<file path="config.mk">
export PLATFORM = sky130hd
export DESIGN_NAME = evt_tgl_sync_arb
export DESIGN_NICKNAME = d
export VERILOG_FILES = /design/src/rtl/evt_tgl_sync_arb.sv
export SDC_FILE = /design/constraint.sdc
export NUM_CORES = 1
export LEC_CHECK = 0
export BUFFER_PORTS_ARGS = -buffer_cell sky130_fd_sc_hd__buf_4
export CAP_MARGIN = 20
export CORE_MARGIN = 5
export CORE_UTILIZATION = 58
export DETAILED_ROUTE_END_ITERATION = 10
export PLACE_DENSITY_LB_ADDON = 0.25
export SYNTH_ARGS = -nofsm -noshare
export SYNTH_HDL_FRONTEND = slang
export SYNTH_SLANG_ARGS = --single-unit
</file>
<file path="constraint.sdc">
create_clock -name clk_i -period 3.63 [get_ports clk_i]
set_input_delay 0.5445 -clock clk_i [delete_from_list [all_inputs] [get_ports clk_i]]
set_output_delay 0.5445 -clock clk_i [all_outputs]
set_load 0.03 [all_outputs]
</file>
<file path="src/rtl/evt_tgl_sync_arb.sv">
// -----------------------------------------------------------------------------
// evt_tgl_sync_arb
//   Destination-side receiver for toggle-encoded event crossings. Each channel's
//   toggle is synchronised and edge-detected. Each detected edge is counted as
//   one pending event. Pending events drain one at a time through a
//   valid/ready slot, tagged with the channel ID. Channels are granted
//   round-robin.
//
// Parameters
//   NUM_CH       number of event channels (>=1)
//   SYNC_STAGES  synchroniser flops per channel (>=2)
//   CNT_W        pending counter width; saturates at 2^CNT_W-1
//
// Ports
//   clk_i        destination clock (only clock)
//   rstn_i       asynchronous active-low reset
//   evt_tgl_i    per-channel asynchronous toggle events
//   ack_tgl_o    per-channel registered toggle level, returned to the source
//   evt_valid_o  output slot holds an event
//   evt_ready_i  consumer accepts the presented event
//   evt_ch_o     channel ID of the presented event
//   pending_o    per-channel counter non-zero (slot event not included)
//
// Optional feature (macro EVT_TGL_SYNC_OVF_EN)
//   ovf_o        sticky per-channel flag; set when an increment is dropped
//   ovf_clr_i    per-channel clear of ovf_o; a same-cycle set wins
// -----------------------------------------------------------------------------
module evt_tgl_sync_arb #(
  parameter  int unsigned NUM_CH      = 4,
  parameter  int unsigned SYNC_STAGES = 2,
  parameter  int unsigned CNT_W       = 4,
  localparam int unsigned ID_W        = (NUM_CH > 1) ? $clog2(NUM_CH) : 1
) (
  input  logic              clk_i,
  input  logic              rstn_i,
  input  logic [NUM_CH-1:0] evt_tgl_i,
  output logic [NUM_CH-1:0] ack_tgl_o,
  output logic              evt_valid_o,
  input  logic              evt_ready_i,
  output logic [ID_W-1:0]   evt_ch_o,
  output logic [NUM_CH-1:0] pending_o
`ifdef EVT_TGL_SYNC_OVF_EN
  ,
  input  logic [NUM_CH-1:0] ovf_clr_i,
  output logic [NUM_CH-1:0] ovf_o
`endif
);

  localparam int unsigned      WU_W    = $clog2(SYNC_STAGES + 2);
  localparam logic [WU_W-1:0]  WU_INIT = WU_W'(SYNC_STAGES + 1);
  localparam logic [CNT_W-1:0] CNT_MAX = '1;
  localparam logic [ID_W-1:0]  PTR_RST = ID_W'(NUM_CH - 1);

  typedef enum logic {
    S_EMPTY = 1'b0,
    S_FULL  = 1'b1
  } slot_state_e;

  logic [SYNC_STAGES-1:0][NUM_CH-1:0] sync_q;
  logic [NUM_CH-1:0]                  sync_s;
  logic [NUM_CH-1:0]                  hist_q;
  logic [NUM_CH-1:0]                  ev;
  logic [WU_W-1:0]                    wu_q, wu_d;

  logic [NUM_CH-1:0][CNT_W-1:0]       cnt_q, cnt_d;
  logic [NUM_CH-1:0]                  nz;
  logic [NUM_CH-1:0]                  pop;
  logic [NUM_CH-1:0]                  pend_q;

  slot_state_e                        state_q, state_d;
  logic [ID_W-1:0]                    ch_q, ch_d;
  logic [ID_W-1:0]                    ptr_q, ptr_d;
  logic [ID_W-1:0]                    grant;
  logic                               any_nz;
  logic                               can_load;

  // Synchroniser chain, edge history and warm-up counter.
  always_ff @(posedge clk_i or negedge rstn_i) begin
    if (!rstn_i) begin
      sync_q <= '0;
      hist_q <= '0;
      wu_q   <= WU_INIT;
    end else begin
      sync_q <= {sync_q[SYNC_STAGES-2:0], evt_tgl_i};
      hist_q <= sync_s;
      wu_q   <= wu_d;
    end
  end

  assign sync_s = sync_q[SYNC_STAGES-1];

  // Warm-up hides the reset-to-level transitions while the chain fills, so a
  // source already at toggle level 1 does not produce a spurious event.
  always_comb begin
    wu_d = wu_q;
    if (wu_q != '0) begin
      wu_d = wu_q - WU_W'(1);
    end
  end

  assign ev = (wu_q == '0) ? (sync_s ^ hist_q) : '0;

  // Per-channel non-zero flags from the registered counters.
  always_comb begin
    nz = '0;
    for (int unsigned c = 0; c < NUM_CH; c++) begin
      nz[c] = (cnt_q[c] != '0);
    end
  end

  // Round-robin search starting one past the last granted channel.
  always_comb begin
    int unsigned idx;
    grant  = '0;
    any_nz = 1'b0;
    idx    = 0;
    for (int unsigned i = 0; i < NUM_CH; i++) begin
      idx = (32'(ptr_q) + 32'd1 + i) % NUM_CH;
      if (!any_nz && nz[ID_W'(idx)]) begin
        any_nz = 1'b1;
        grant  = ID_W'(idx);
      end
    end
  end

  // Output slot next state: load on grant, empty only on accept with nothing pending.
  always_comb begin
    state_d  = state_q;
    ch_d     = ch_q;
    ptr_d    = ptr_q;
    pop      = '0;
    can_load = (state_q == S_EMPTY) || evt_ready_i;
    if (can_load) begin
      if (any_nz) begin
        state_d    = S_FULL;
        ch_d       = grant;
        ptr_d      = grant;
        pop[grant] = 1'b1;
      end else begin
        state_d = S_EMPTY;
      end
    end
  end

  // Pending counters; a simultaneous inc and pop cancel, even at saturation.
  always_comb begin
    cnt_d = cnt_q;
    for (int unsigned c = 0; c < NUM_CH; c++) begin
      case ({ev[c], pop[c]})
        2'b10: begin
          if (cnt_q[c] != CNT_MAX) begin
            cnt_d[c] = cnt_q[c] + CNT_W'(1);
          end
        end
        2'b01:   cnt_d[c] = cnt_q[c] - CNT_W'(1);
        default: cnt_d[c] = cnt_q[c];
      endcase
    end
  end

  // Slot, arbitration pointer and counter state.
  always_ff @(posedge clk_i or negedge rstn_i) begin
    if (!rstn_i) begin
      state_q <= S_EMPTY;
      ch_q    <= '0;
      ptr_q   <= PTR_RST;
      cnt_q   <= '0;
      pend_q  <= '0;
    end else begin
      state_q <= state_d;
      ch_q    <= ch_d;
      ptr_q   <= ptr_d;
      cnt_q   <= cnt_d;
      pend_q  <= nz;
    end
  end

  assign ack_tgl_o   = hist_q;
  assign evt_valid_o = (state_q == S_FULL);
  assign evt_ch_o    = ch_q;
  assign pending_o   = pend_q;

`ifdef EVT_TGL_SYNC_OVF_EN
  logic [NUM_CH-1:0] ovf_set;
  logic [NUM_CH-1:0] ovf_q;

  // An increment is dropped only when the counter is full and not popping.
  always_comb begin
    ovf_set = '0;
    for (int unsigned c = 0; c < NUM_CH; c++) begin
      ovf_set[c] = ev[c] && !pop[c] && (cnt_q[c] == CNT_MAX);
    end
  end

  // Sticky overflow flags; set has priority over clear.
  always_ff @(posedge clk_i or negedge rstn_i) begin
    if (!rstn_i) begin
      ovf_q <= '0;
    end else begin
      ovf_q <= (ovf_q & ~ovf_clr_i) | ovf_set;
    end
  end

  assign ovf_o = ovf_q;
`endif

endmodule

</file>
* Word-level counts from Yosys, hierarchy flattened *
Cells that the tools add are included.

word-level totals
  output and inout port bits = 11
  register bits after elaboration = 39

cells by class
  order comparisons = 6
  reductions and logical operators = 23
  equal/unequal tests = 16
  multiplexer cells = 30
  bitwise operators = 2
  $add $sub $neg = 13

operator list
  cell                                                                number
  case mux 4 bit (2 select lines)                                     4
  2-to-1 mux 4 bit                                                    7
  adder 4 x 1 -> 4 bit (second input constant)                        4
  != test 4 bit (second input constant)                               4
  nonzero test 4 bit                                                  4
  subtractor 4 x 1 -> 4 bit (second input constant)                   4
  less-than comparator 2 x 3 -> 1 bit (second input constant)         5
  2-to-1 mux 1 bit                                                    10
  AND reduction 2 bit                                                 5
  nonzero test 2 bit                                                  5
  binary-select mux 1 bit (select 2 bit)                              4
  == test 2 x 1 -> 1 bit (second input constant)                      4
  == test 2 bit (second input constant)                               4
  2-to-1 mux 2 bit                                                    4
  != test 2 bit (second input constant)                               4
  adder 2 x 1 -> 2 bit (second input constant)                        2
  adder 2 bit (second input constant)                                 2
  logical AND 1 bit                                                   4
  XOR 4 bit                                                           1
  zero test 1 bit                                                     3
  demux 1 bit (select 2 bit)                                          1
  greater-or-equal comparator 2 x 1 -> 1 bit (second input constant)  1
  zero test 2 bit                                                     1
  subtractor 2 x 1 -> 2 bit (second input constant)                   1
  2 further kinds                                                     2

* Logic depth before layout (Yosys ltp) *
Gate-level depths: netlist of run 1.

  depth after elaboration = 22
  gate-level depth with buffers = 13
  gate-level depth less buffers = 13

* Least setup slack after synthesis of run 1 *
No wires, ideal clock.

  kind = register to register
  start point = register cnt_q[12] (netlist bit)
  end point = register cnt_q[3] (netlist bit)
  path slack = 0.879 ns
  stages on the path, launching flop included = 14
  arrival time = 2.619 ns
  library setup time = 0.131 ns
  buffers on the path = 0
  data required time = 3.499 ns
  path through = dfrtp_1 > nor4_4 > inv_2 > o211ai_1 > nand4_2 > nor2_1 > nand2_1 > inv_1 > ha_1 > a21o_1 > a21oi_1 > nand3_1 > o22ai_1 > a22oi_1

between the ends
  longest elaborated chain between the ends = 22
  elaborated cells on any way between the ends = 36
  classes of those cells = order compare: 2; eq/ne: 3; mux: 21; reduce/logical: 10

RTL lines
  item                                                                  RTL line  source
  from (decl)                                                           65        logic [NUM_CH-1:0][CNT_W-1:0] cnt_q, cnt_d;
  from (signal assigned)                                                173       cnt_q <= cnt_d;
  nonzero test 4 bit (*)                                                107       nz[c] = (cnt_q[c] != '0);
  net nz[3]                                                             66        logic [NUM_CH-1:0] nz;
  binary-select mux 1 bit (select 2 bit)                                119       if (!any_nz && nz[ID_W'(idx)]) begin
  2-to-1 mux 1 bit (implied by the code)                                119
  2-to-1 mux 1 bit                                                      119
  zero test 1 bit                                                       119
  logical AND 1 bit                                                     119
  2-to-1 mux 1 bit                                                      119
  (+7 left out)                                                         -
  logical AND 1 bit (implied by the code)                               138       pop[grant] = 1'b1;
  2-to-1 mux 1 bit (implied by the code)                                138
  demux 1 bit (select 2 bit)                                            138
  2-to-1 mux 4 bit (*)                                                  134       if (any_nz) begin
  2-to-1 mux 4 bit (*)                                                  133       if (can_load) begin
  == test 2 bit / == test 2 x 1 -> 1 bit (equally long branches)        149       case ({ev[c], pop[c]})
  != test 2 bit (no line) / nonzero test 2 bit (equally long branches)  -
  AND reduction 2 bit (no line)                                         -

The timed path passes the listed nets; every way through them passes the cells marked *. The select of a mux whose other input is x is not followed.
A chain may end at the register's enable or synchronous reset.

* Worst setup path after layout of run 1 *
  start point = register cnt_q[4] (netlist bit)
  end point = register cnt_q[3] (netlist bit)

Same word-level chain as after synthesis.

==> results.sh, run 1 <==
export IMPL_status="finished, final reports clean"
export IMPL_drive_gt1_frac=0.2842
export IMPL_cts_buffers=5
export IMPL_sw_frac_of_total=0.4162
export IMPL_power_internal_mw=1.198
export IMPL_hp_class="input port to async pin"
export IMPL_rsz0062_at_grt="no"
export IMPL_irDropWorstVdd_mv=0.4123
export IMPL_rows=21
export IMPL_grt_max_degree=40
export IMPL_diodes=0
export IMPL_worstMarginPinSlew_ns=0.5406
export IMPL_drt_iter0_drc=90
export IMPL_cp_max_fo=7
export IMPL_path_cells="nor4_2 -> inv_2 -> o211ai_1 -> nand4_2 -> nor2_1 -> nand2_1 -> inv_1 -> ha_1 -> a21o_1 -> a21oi_1 -> nand3_1 -> o22ai_1 -> a22oi_1"
export IMPL_start_util=0.6054
export IMPL_synth_edf_count=0
export IMPL_wl_per_cell_um=15.26
export IMPL_grt_overflow=0
export IMPL_numClockSinks=39
export IMPL_num_vias=1347
export IMPL_crit_arrival_ns=3.46
export IMPL_p_leak_nw=0.9854
export IMPL_die_h_um=69.48
export IMPL_path_class="flip-flop to flip-flop"
export IMPL_ctsResizeCount=0
export IMPL_post_cts_buffers=0
export IMPL_nNetsFinal=207
export IMPL_ys_warn_count=0
export IMPL_die_w_um=69.48
export IMPL_finalSetupTns_ns=0
export IMPL_pwr_share_comb=0.472
export IMPL_final_hold_violation_count=0
export IMPL_synth_seq_area_share=0.4780
export IMPL_p_clk_frac=0.148
export IMPL_async_flop_share=1.000
export IMPL_antenna_found_initial=0
export IMPL_grt_pass1_vias=1424
export IMPL_grt_first_pass_wirelength_mm=6.479
export IMPL_setup_viol=0
export IMPL_cpMaxStageDelayCell="dfrtp_1"
export IMPL_cp_data_required_time_ns=3.85
export IMPL_area_growth_pct=13.60
export IMPL_tritoncts="done"
export IMPL_slew_viol_final=0
export IMPL_crit_path_start_kind="flip-flop"
export IMPL_synth_fp_nets=182
export IMPL_fin_ws_ns=0.3980
export IMPL_ys_dominant_reg_cell="dfrtp_1"
export IMPL_synthCells=164
export IMPL_power_density_nw_per_um2=880.4
export IMPL_slew_headroom=0.6396
export IMPL_whs_ns=0.1356
export IMPL_worstSetupEndpointType="flip-flop"
export IMPL_cap_violations=0
export IMPL_dieArea_sq_um=4827
export IMPL_p_seq_frac=0.380
export IMPL_routed_wirelength_mm=3.602
export IMPL_fin_worst_skew_ns=0.008763
export IMPL_vias_per_cell=5.708
export IMPL_final_cells=236
export IMPL_synth_cell_types=50
export IMPL_htree_levels=2
export IMPL_fin_crit_ns=3.232
export IMPL_hold_buffers=0
export IMPL_port_buffers=17
export IMPL_finalCritPeriodShare=0.8904
export IMPL_fmax_mhz=309.4
export IMPL_dr_pass1_iters=4
export IMPL_clock_latency_ns=0.34
export IMPL_path_clk_slew_ns=0.12
export IMPL_syn_avg_cell_area_sq_um=12.51
export IMPL_gp_congestion=0.8740
export IMPL_power_switching_uw=854.0
export IMPL_final_area_sq_um=2331
export IMPL_hpwl_mm=2.734
export IMPL_core_sq_um=3390
export IMPL_max_stage_delay_ns=0.46
export IMPL_pre_cts_slack_ns=0.5246
export IMPL_placed_area_sq_um=2245
export IMPL_gr_usage_all_layers=0.1696
export IMPL_cts_path_max_buffers=2
export IMPL_placed_cells=228
export IMPL_io_pin_count=18
export IMPL_drc=0
export IMPL_ant_nets=0
export IMPL_p_total_mw=2.052
export IMPL_utilization=0.6877
export IMPL_root_buffer="clkbuf_4"
export IMPL_synth_seq_cells=39
export IMPL_synth_area_sq_um=2052
power groups by stage:
stage          sequential [mW]  combinational (mW)  clock [mW]
4_1_cts                  0.777               0.973       0.314
3_5_place_dp             0.785               0.966           0
6_report                 0.780               0.969       0.303
2_1_floorplan            0.794               0.730           0
3_3_place_gp             0.773               0.924           0
5_1_grt                  0.801                1.08       0.340
critical path: cells and delay by family, from the launching register on:
family / cells / cell delay [ns]
and+or+nand+nor: 5 / 1.27
AOI/OAI and AO/OA: 5 / 0.91
DFF: 1 / 0.46
buffers and inverters: 2 / 0.25
adders and majority gates: 1 / 0.23
cell families after synthesis:
logic type / Yosys count / share of synthesized area
compound gates: 32 / 0.1439
xor+xnor: 14 / 0.05976
simple gates: 43 / 0.1659
mux: 8 / 0.04329
flops: 39 / 0.4780
fa+ha+maj: 11 / 0.07805
buf+inv: 17 / 0.03110
cell usage in the layout (no fill, tap or decap), types with 3 or more instances in the layout:
cell type	synthesis	routed
nand4_1	3	3
a21oi_1	5	5
nor2b_1	3	3
dfrtp_1	35	35
dfstp_2	4	4
inv_1	15	15
a21o_1	4	4
nor3_1	5	5
ha_1	8	8
xnor2_1	9	9
nor3_2	3	3
buf_4	0	18
nor2_1	3	3
mux2i_1	4	4
xor2_1	5	5
clkbuf_4	0	5
nor4_4	4	4
fa_1	3	3
mux2_1	3	3
o22ai_1	3	3
nand2_1	6	6
Yosys cell counts (all sizes together), types with 4 or more instances:
master / number / area [sq um]
a41oi: 4 / 50.05
dfstp: 4 / 105.1
xor2: 5 / 43.79
ha: 8 / 100.1
mux2i: 4 / 40.04
xnor2: 9 / 78.83
nor4: 6 / 103.9
a21oi: 6 / 33.78
nor3: 8 / 55.05
mux2: 4 / 48.79
a21o: 4 / 30.03
nand4: 4 / 31.28
inv: 17 / 63.81
nand2: 6 / 22.52
nor2: 4 / 17.52
dfrtp: 35 / 875.8
sequential cells by signal (all words and copies together) (netlist names):
signal and flops:
cnt_q 16, ack_tgl_o 4, pending_o 4, sync_q 4, sync_s 4, evt_ch_o 2
ptr_q 2, wu_q 2, evt_valid_o 1
cell type report:
class                   count  area [sq um]
multi-input cells         108          1007
clock buffers               6         51.30
repair buffers             18         135.1
fillers                   258          1059
inverters                  17         63.81
flip-flops and latches     39         980.9
well taps                  46         57.56
clock inverters             2         35.03
final timing paths:
kind	start	end	slack, ns	depth (start not counted)
hold / removal	rstn_i	cnt_q[7]$_DFFE_PN0P_	0.14	1
setup reg to reg	cnt_q[4]$_DFFE_PN0P_	cnt_q[3]$_DFFE_PN0P_	0.40	13
setup / recovery	cnt_q[4]$_DFFE_PN0P_	cnt_q[3]$_DFFE_PN0P_	0.40	13
max in group asynchronous	rstn_i	wu_q[1]$_DFFE_PN1P_	3.12	1
hold reg to reg	sync_q[2]$_DFF_PN0_	sync_s[2]$_DFF_PN0_	0.36	0
min in group clk_i	evt_tgl_i[3]	sync_q[3]$_DFF_PN0_	0.30	1
layer usage:
layer  share of wire  GRT usage
met1            0.44     0.2049
met2            0.50     0.2786
met3           0.049    0.05797
met4           0.016    0.06508
met5               0          0
No activity file was read; power rests on OpenSTA's default activity.
==> run 2: changes to the inputs <==
--- a/config.mk
+++ b/config.mk
@@ -9,6 +9,7 @@
 export CAP_MARGIN = 20
 export CORE_MARGIN = 5
 export CORE_UTILIZATION = 58
+export CTS_BUF_LIST = sky130_fd_sc_hd__clkbuf_16
 export DETAILED_ROUTE_END_ITERATION = 10
 export PLACE_DENSITY_LB_ADDON = 0.25
 export SYNTH_ARGS = -nofsm -noshare
==> results.sh, run 2 (same netlist as run 1, synthesis figures left out) <==
export IMPL_hold_buffers=0
export IMPL_slew_headroom=0.6607
export IMPL_use_met2=0.2913
export IMPL_start_util=0.6054
export IMPL_power_density_nw_per_um2=928.0
export IMPL_grt_max_degree=40
export IMPL_numClockSinks=39
export IMPL_grt_first_pass_wirelength_mm=6.596
export IMPL_core_sq_um=3390
export IMPL_gp_congestion=0.8740
export IMPL_crit_arrival_ns=3.31
export IMPL_reg2reg_to="cnt_q[3]$_DFFE_PN0P_"
export IMPL_final_cell_mix="dfrtp_1 (35), buf_4 (18), inv_1 (15), xnor2_1 (9), ha_1 (8)"
export IMPL_p_total_mw=2.235
export IMPL_r2r_slack_ns=0.47
export IMPL_cts_path_max_buffers=2
export IMPL_setup_viol=0
export IMPL_clock_latency_ns=0.28
export IMPL_rows=21
export IMPL_root_buffer="clkbuf_16"
export IMPL_drt_iter0_drc=79
export IMPL_port_buffers=17
export IMPL_die_w_um=69.48
export IMPL_antenna_found_initial=0
export IMPL_irDropWorstVdd_mv=0.4944
export IMPL_finalCritPeriodShare=0.8711
export IMPL_dieArea_sq_um=4827
export IMPL_nNetsFinal=207
export IMPL_cap_violations=0
export IMPL_path_clk_slew_ns=0.06
export IMPL_io_pin_count=18
export IMPL_tritoncts="done"
export IMPL_dr_pass1_iters=4
export IMPL_top_register="cnt_q"
export IMPL_fin_crit_ns=3.162
export IMPL_final_area_sq_um=2409
export IMPL_grt_busiest_layer="met2"
export IMPL_fin_ws_ns=0.4681
export IMPL_vias_per_cell=5.716
export IMPL_placed_area_sq_um=2245
export IMPL_post_cts_buffers=0
export IMPL_use_met1=0.1998
export IMPL_diodes=0
export IMPL_fmax_mhz=316.3
export IMPL_fin_worst_skew_ns=0.002756
export IMPL_final_hold_violation_count=0
export IMPL_critPathCapture="cnt_q[3]$_DFFE_PN0P_"
export IMPL_cts_buffers=5
export IMPL_drc=0
export IMPL_area_growth_pct=17.38
export IMPL_timing_rr_start="cnt_q[12]$_DFFE_PN0P_"
export IMPL_rsz0062_at_grt="no"
export IMPL_gr_usage_all_layers=0.1720
export IMPL_die_h_um=69.48
export IMPL_cp_max_fo=7
export IMPL_grt_overflow=0
export IMPL_largest_reg_flops=16
export IMPL_path_class="flip-flop to flip-flop"
export IMPL_fill_cells=246
export IMPL_grt_pass1_vias=1443
export IMPL_routed_wirelength_mm=3.630
export IMPL_slew_viol_final=0
export IMPL_worstRegToRegCells=13
export IMPL_hpwl_mm=2.734
export IMPL_num_vias=1349
export IMPL_ant_nets=0
export IMPL_p_leak_nw=1.018
export IMPL_layout_commonest_cell="dfrtp_1"
export IMPL_use_met3=0.05797
export IMPL_worstSetupEndpointType="flip-flop"
export IMPL_status="finished, final reports clean"
export IMPL_htree_levels=2
export IMPL_finalSetupTns_ns=0
export IMPL_drive_gt1_frac=0.2789
export IMPL_worstMarginPinSlew_ns=0.5089
export IMPL_pre_cts_slack_ns=0.5246
export IMPL_crit_path_start_kind="flip-flop"
export IMPL_ctsResizeCount=0
export IMPL_cp_data_required_time_ns=3.78
export IMPL_wl_per_cell_um=15.38
export IMPL_hp_class="input port to async pin"
export IMPL_crit_path_start="cnt_q[12]$_DFFE_PN0P_"
## run 2: cell types whose count changed in the layout (fill, tap and decap cells not counted), sizes merged
cell	change
clkbuf	-1
clkinv	+1
## run 2: final cells by class
type / instances / area (sq um) / share of cell area
multi-input combinational: 108 / 1007 / 0.4182
sequential: 39 / 980.9 / 0.4073
timing repair buffer: 18 / 135.1 / 0.05610
clock buffer: 5 / 125.1 / 0.05195
inverter: 17 / 63.81 / 0.02649
tap: 46 / 57.56 / 0.02390
clock inverter: 3 / 38.79 / 0.01610
## run 2: routing by layer
metal / vias to the layer above / routed length, um
met5: - / 0
met2: 29 / 1830
li1: 645 / -
met4: 0 / 75
met1: 668 / 1556
met3: 7 / 168
## run 2: worst min-delay path by stage
stage	start	endpoint	slack, ns	cells past startpoint
6_report	rstn_i	cnt_q[7]$_DFFE_PN0P_	0.22	1
5_1_grt	rstn_i	cnt_q[7]$_DFFE_PN0P_	0.26	1
4_1_cts	rstn_i	cnt_q[7]$_DFFE_PN0P_	0.24	1
3_5_place_dp	sync_q[1]$_DFF_PN0_	sync_s[1]$_DFF_PN0_	0.34	0
3_3_place_gp	sync_q[2]$_DFF_PN0_	sync_s[2]$_DFF_PN0_	0.34	0
2_1_floorplan	rstn_i	ack_tgl_o[0]$_DFF_PN0_	0.25	0
## run 2: power breakdown
| part | switching, mW | leakage [nW] | internal (mW) | total (mW) |
|---|---|---|---|---|
| clock | 0.159 | 0.0812 | 0.320 | 0.479 |
| combinational | 0.521 | 0.501 | 0.456 | 0.976 |
| sequential | 0.195 | 0.437 | 0.585 | 0.780 |
| total | 0.875 | 1.02 | 1.36 | 2.24 |
## run 2: through the flow
step,utilization,instances,hold WS [ns]
3_3_place_gp,0.6622,228,0.3352
3_5_place_dp,0.6622,228,0.3364
2_1_floorplan,-,164,0.2489
5_1_grt,0.7106,236,0.2592
4_1_cts,0.7106,236,0.2416
6_report,0.7106,236,0.2190
## run 2: worst max-delay path: stages, from the launching register on
cell	delay [ns]
dfrtp_1	0.45
nor4_4	0.41
inv_2	0.11
o211ai_1	0.19
nand4_2	0.28
nor2_1	0.31
nand2_1	0.13
inv_1	0.10
ha_1	0.23
a21o_1	0.18
a21oi_1	0.25
nand3_1	0.11
o22ai_1	0.17
a22oi_1	0.09
